**config.mk**
```make
export PLATFORM = sky130hd
export DESIGN_NAME = basemul_ctrl
export DESIGN_NICKNAME = d
export VERILOG_FILES = /design/src/rtl/basemul_ctrl.sv
export SDC_FILE = /design/constraint.sdc
export NUM_CORES = 1
export LEC_CHECK = 0
export BUFFER_PORTS_ARGS = -buffer_cell sky130_fd_sc_hd__buf_2
export CAP_MARGIN = 5
export CORE_MARGIN = 2
export CORE_UTILIZATION = 46
export CTS_CLUSTER_SIZE = 10
export DETAILED_ROUTE_END_ITERATION = 7
export PLACE_DENSITY = 0.89
export SETUP_SLACK_MARGIN = 0.05
export SLEW_MARGIN = 5
export SYNTH_ARGS = -nofsm -noshare
export SYNTH_HDL_FRONTEND = slang
export SYNTH_SLANG_ARGS = --single-unit
```
**constraint.sdc**
```tcl
create_clock -name i_clk -period 3.1 [get_ports i_clk]
set_input_delay 0 -clock i_clk [delete_from_list [all_inputs] [get_ports i_clk]]
set_output_delay 0 -clock i_clk [all_outputs]
set_load 0.01 [all_outputs]
```
**src/rtl/basemul_ctrl.sv**
```systemverilog
// rtl/basemul_ctrl.sv - sequencer driving one basemul across an NTT-domain Kyber polynomial product
`timescale 1ns/1ps
module basemul_ctrl #(
  parameter int Q         = 3329,
  parameter int N_PAIRS   = 128,
  parameter int ZETA_BASE = 64
) (
  input  logic        i_clk,
  input  logic        i_rst,
  input  logic        i_start,
  output logic        o_busy,
  output logic        o_done,
  output logic [6:0]  o_a_addr,
  input  logic [23:0] i_a_data,
  output logic [6:0]  o_b_addr,
  input  logic [23:0] i_b_data,
  output logic [6:0]  o_zeta_addr,
  input  logic [11:0] i_zeta,
  output logic        o_bm_en,
  output logic [11:0] o_bm_p_h,
  output logic [11:0] o_bm_p_l,
  output logic [11:0] o_bm_q_h,
  output logic [11:0] o_bm_q_l,
  output logic [11:0] o_bm_zeta,
  input  logic [11:0] i_bm_r_h,
  input  logic [11:0] i_bm_r_l,
  input  logic        i_bm_done,
  output logic        o_r_we,
  output logic [6:0]  o_r_addr,
  output logic [23:0] o_r_data
);

  typedef enum logic [2:0] {
    S_IDLE,
    S_RD,
    S_LAT,
    S_RUN,
    S_WR,
    S_FIN
  } state_t;

  localparam logic [11:0] Q12    = 12'(Q);
  localparam logic [6:0]  LAST_K = 7'(N_PAIRS - 1);
  localparam logic [6:0]  ZBASE  = 7'(ZETA_BASE);

  state_t      state;
  logic [6:0]  k;
  logic [11:0] zeta_eff;

  // All RAM ports share the pair counter; the zeta ROM is addressed per pair-of-pairs
  // and parked at 0 while idle so every output reads 0 out of reset.
  assign o_a_addr    = k;
  assign o_b_addr    = k;
  assign o_r_addr    = k;
  assign o_zeta_addr = o_busy ? (ZBASE + {1'b0, k[6:1]}) : 7'd0;

  // Odd pairs use -zeta mod Q; zero stays zero so the result never equals Q.
  always_comb begin
    zeta_eff = i_zeta;
    if (k[0] && (i_zeta != 12'd0)) begin
      zeta_eff = Q12 - i_zeta;
    end
  end

  // Main sequencer: read pair, latch operands, hold them through basemul, write result.
  always_ff @(posedge i_clk or posedge i_rst) begin
    if (i_rst) begin
      state     <= S_IDLE;
      k         <= 7'd0;
      o_busy    <= 1'b0;
      o_done    <= 1'b0;
      o_bm_en   <= 1'b0;
      o_bm_p_h  <= 12'd0;
      o_bm_p_l  <= 12'd0;
      o_bm_q_h  <= 12'd0;
      o_bm_q_l  <= 12'd0;
      o_bm_zeta <= 12'd0;
      o_r_we    <= 1'b0;
      o_r_data  <= 24'd0;
    end else begin
      case (state)
        S_IDLE: begin
          if (i_start) begin
            k      <= 7'd0;
            o_busy <= 1'b1;
            state  <= S_RD;
          end
        end
        S_RD: begin
          state <= S_LAT;
        end
        S_LAT: begin
          o_bm_p_h  <= i_a_data[23:12];
          o_bm_p_l  <= i_a_data[11:0];
          o_bm_q_h  <= i_b_data[23:12];
          o_bm_q_l  <= i_b_data[11:0];
          o_bm_zeta <= zeta_eff;
          o_bm_en   <= 1'b1;
          state     <= S_RUN;
        end
        S_RUN: begin
          if (i_bm_done) begin
            o_r_data <= {i_bm_r_h, i_bm_r_l};
            o_r_we   <= 1'b1;
            o_bm_en  <= 1'b0;
            state    <= S_WR;
          end
        end
        S_WR: begin
          o_r_we <= 1'b0;
          if (k == LAST_K) begin
            o_bm_p_h  <= 12'd0;
            o_bm_p_l  <= 12'd0;
            o_bm_q_h  <= 12'd0;
            o_bm_q_l  <= 12'd0;
            o_bm_zeta <= 12'd0;
            o_done    <= 1'b1;
            state     <= S_FIN;
          end else begin
            k     <= k + 7'd1;
            state <= S_RD;
          end
        end
        S_FIN: begin
          o_done <= 1'b0;
          o_busy <= 1'b0;
          k      <= 7'd0;
          state  <= S_IDLE;
        end
        default: begin
          state <= S_IDLE;
        end
      endcase
    end
  end

endmodule

```
==> impl_metrics.py <==
metrics = {
    "cts": {
        "clkTransAtPathRegs_ns": 0.11,
        "htreeDepth": 3,
        "cts_resized": 0,
        "cts_setup_buffers": 0,
        "cts-root-buf": "clkbuf_8",
        "clock-sinks": 98,
        "cts_made_buffers": 9,
        "clock_latency_ns": 0.36,
        "cts.path.max_buffers": 2,
        "hold_buffers": 80,
        "cts_tree": "done",
    },
    "synth": {
        "ys.flop_type": "dfrtp_1",
        "synth_top_cells_by_area": "dfrtp_1 58%, a22o_1 10%, mux2_2 6.7%, buf_4 2.7%, nand2_1 2.1%",
        "synth_top_cell_by_area": "dfrtp_1",
        "synth_seq_cells": 98,
        "synth_top_area_share_pct": 58.23,
        "synth_warnings": 0,
        "synth_common_cells": "98 x dfrtp_1, 50 x a22o_1, 25 x mux2_2, 24 x nand2_1, 15 x buf_4",
        "syn_inst": 334,
        "synthMuxAreaShare_pct": 7.873,
        "synth.distinct_cells": 47,
        "synthesis.area_um2": 4212,
        "synth.net_count": 424,
        "synth-compound-area-share_pct": 17.56,
        "synth_top_family_by_area": "compound AO/OA/AOI/OAI gates",
        "syn_area_per_cell_um2": 12.61,
        "synthAdderAreaFrac_pct": 0.5942,
        "yosysMostFrequentCell": "dfrtp_1",
        "yosysSeqAreaShare_pct": 58.23,
        "yosys.area_share.simple_pct": 9.358,
        "synthXorXnorAreaFrac_pct": 0.6239,
        "synth-edff-count": 0,
        "synth_async_sr_flop_share_pct": 100.0,
    },
    "place": {
        "io_buffers": 203,
        "gp_congestion": 0.8723,
        "dp_hpwl_mm": 7.815,
    },
    "final_layout": {
        "layout.nets": 691,
        "area.growth.synth_to_final_pct": 47.68,
        "drive_above_1_share_pct": 43.23,
    },
    "critical_path": {
        "required_ns": 3.34,
        "crit_chain": "dlygate4sd3_1, buf_2, or4_4, o41ai_4, mux2i_1, a22o_1",
        "crit_buf_inv": 2,
        "critPathSlowestCell": "o41ai_4",
        "critPathKind": "in -> reg",
        "arrival_ns": 2.32,
        "cpPeakStageDelay_ns": 0.64,
        "crit_family": "compound AO/OA/AOI/OAI gates",
        "start_kind": "input port",
        "cp_max_fo": 12,
        "crit_path_end_kind": "flop",
    },
    "floorplan": {
        "ioPinCount": 204,
        "die-height_um": 99.69,
        "dieArea_um2": 9937,
        "fp.dieW_um": 99.69,
        "initial_core_util_pct": 47.83,
        "core-area_um2": 8806,
        "num_rows": 34,
    },
    "global_routing": {
        "gr-total-overflow": 0,
        "grt_pass1_wl_mm": 19.76,
        "antenna_found_initial": 0,
        "grt_usage_pct": 25.08,
        "grt_max_degree": 76,
        "grt_pass1_vias": 3952,
    },
    "sta": {
        "tightest_slew_ns": 0.9324,
        "rsz0062_at_grt": "no",
        "hold_viol_final": 0,
        "drv_slew": 0,
        "period_share_pct": 66.96,
        "layout_min_cycle_time_ns": 2.076,
        "setup_viol": 0,
        "max_freq_mhz": 481.7,
        "relSlewSlack_pct": 37.84,
        "fin_setup_tns_ns": 0,
        "final.setup_skew_ns": 0.01786,
    },
    "routing": {
        "viasPerCell": 5.365,
        "wl_per_cell_um": 17.77,
        "vias": 3836,
        "post-route-drc-count": 0,
        "ant_nets": 0,
        "first_pass_iters": 4,
        "dr.first_iter.drc_count": 172,
        "totalWireLength_mm": 12.71,
    },
    "min_path": {
        "hold_class": "in -> reg",
    },
    "outcome": {
        "outcome": "completed",
    },
    "power_and_ir_drop": {
        "p_total_mw": 5.676,
        "power_leakage_nw": 3.198,
        "power_density_nw_per_um2": 912.6,
        "peakVddDrop_mv": 0.4908,
    },
    "run": {
        "drv_cap": 0,
    },
}
[worst min-delay path: stages]
cell     delay, ns
buf_2         0.12
xor2_1        0.07
o21ai_0       0.15
[area by class of cell]
| class | instances | area [µm²] |
|---|---|---|
| inverter | 6 | 25.02 |
| tap | 108 | 135.1 |
| sequential | 98 | 2452 |
| clock buffer | 9 | 123.9 |
| fill | 588 | 2586 |
| clock inverter | 7 | 81.33 |
| antenna | 1 | 2.502 |
| timing repair buffer | 290 | 1869 |
| multi-input combinational | 196 | 1530 |
[metrics by stage]
| step | worst slack, ns | hold WS (ns) | utilization (%) | cell area (µm²) | std cells |
|---|---|---|---|---|---|
| global placement | 1.104 | 0.2225 | 59.18 | 5211 | 618 |
| finish | 1.024 | 0.02655 | 70.63 | 6220 | 715 |
| CTS | 0.9968 | 0.001533 | 70.60 | 6217 | 714 |
| detailed placement | 1.036 | 0.2270 | 59.18 | 5211 | 618 |
| floorplan | 0.5379 | 0.1048 | - | 4212 | 334 |
| global route | 0.8939 | 0.03053 | 70.60 | 6217 | 714 |
[metal layers]
layer  GRT usage [%]  vias to the layer above  share of wire, %  routed length [µm]
met5               0                        -                 0                   0
met4           9.800                        0               2.8                 362
li1                -                     1753                 -                   -
met3           5.973                       36               6.9                 874
met2           44.02                      204                51                6464
met1           29.78                     1843                39                5007
[final timing paths]
kind,end,slack (ns),cells past startpoint,from
setup reg to reg,o_bm_q_l[5],1.03,5,o_a_addr[1]
hold reg to reg,o_bm_zeta[5],0.49,2,o_bm_zeta[5]
hold / removal,o_bm_zeta[6],0.03,3,i_zeta[6]
max in group asynchronous,o_bm_p_l[6],1.94,4,i_rst
setup / recovery,o_bm_zeta[0],1.02,6,i_zeta[3]
min in group asynchronous,o_r_data[12],0.39,3,i_rst
[cells in the final DEF (no fill, tap or decap), types with 3 or more instances in the layout]
cell and instances:
nor3_1 4, dfrtp_1 98, inv_1 5, or4_2 3, buf_2 203, a22o_1 50, nand2b_1 5, mux2i_1 5
nand3_1 7, mux2_2 25, and2_1 6, and3_1 3, dlygate4sd3_1 80, o211ai_1 4, nor2_1 4, nor3b_1 3
nand2_1 24, o21ai_0 13, clkbuf_8 9, clkinv_4 3, buf_4 7, xor2_1 3
[state kept, by name, summed over array words and instances, names as in the netlist]
register,count
state,3
o_bm_q_h,12
o_busy,1
o_r_data,24
o_bm_p_h,12
o_r_we,1
o_bm_q_l,12
o_a_addr,7
o_bm_en,1
o_bm_p_l,12
o_bm_zeta,12
o_done,1
[cells by family after synthesis]
logic type,count (synthesis)
AO/OA/AOI/OAI,90
AND/OR/NAND/NOR,71
buffers and inverters,40
adder cells (fa/ha/maj),2
flip-flops,98
multiplexers,30
XOR/XNOR,3
[report_power, final]
part | total (mW) | internal (mW) | leakage, nW | switching [mW]
logic | 2.55 | 1.20 | 1.89 | 1.35
clock network | 0.840 | 0.322 | 0.103 | 0.518
registers | 2.29 | 1.87 | 1.20 | 0.417
(Power assumes the default switching activity.)
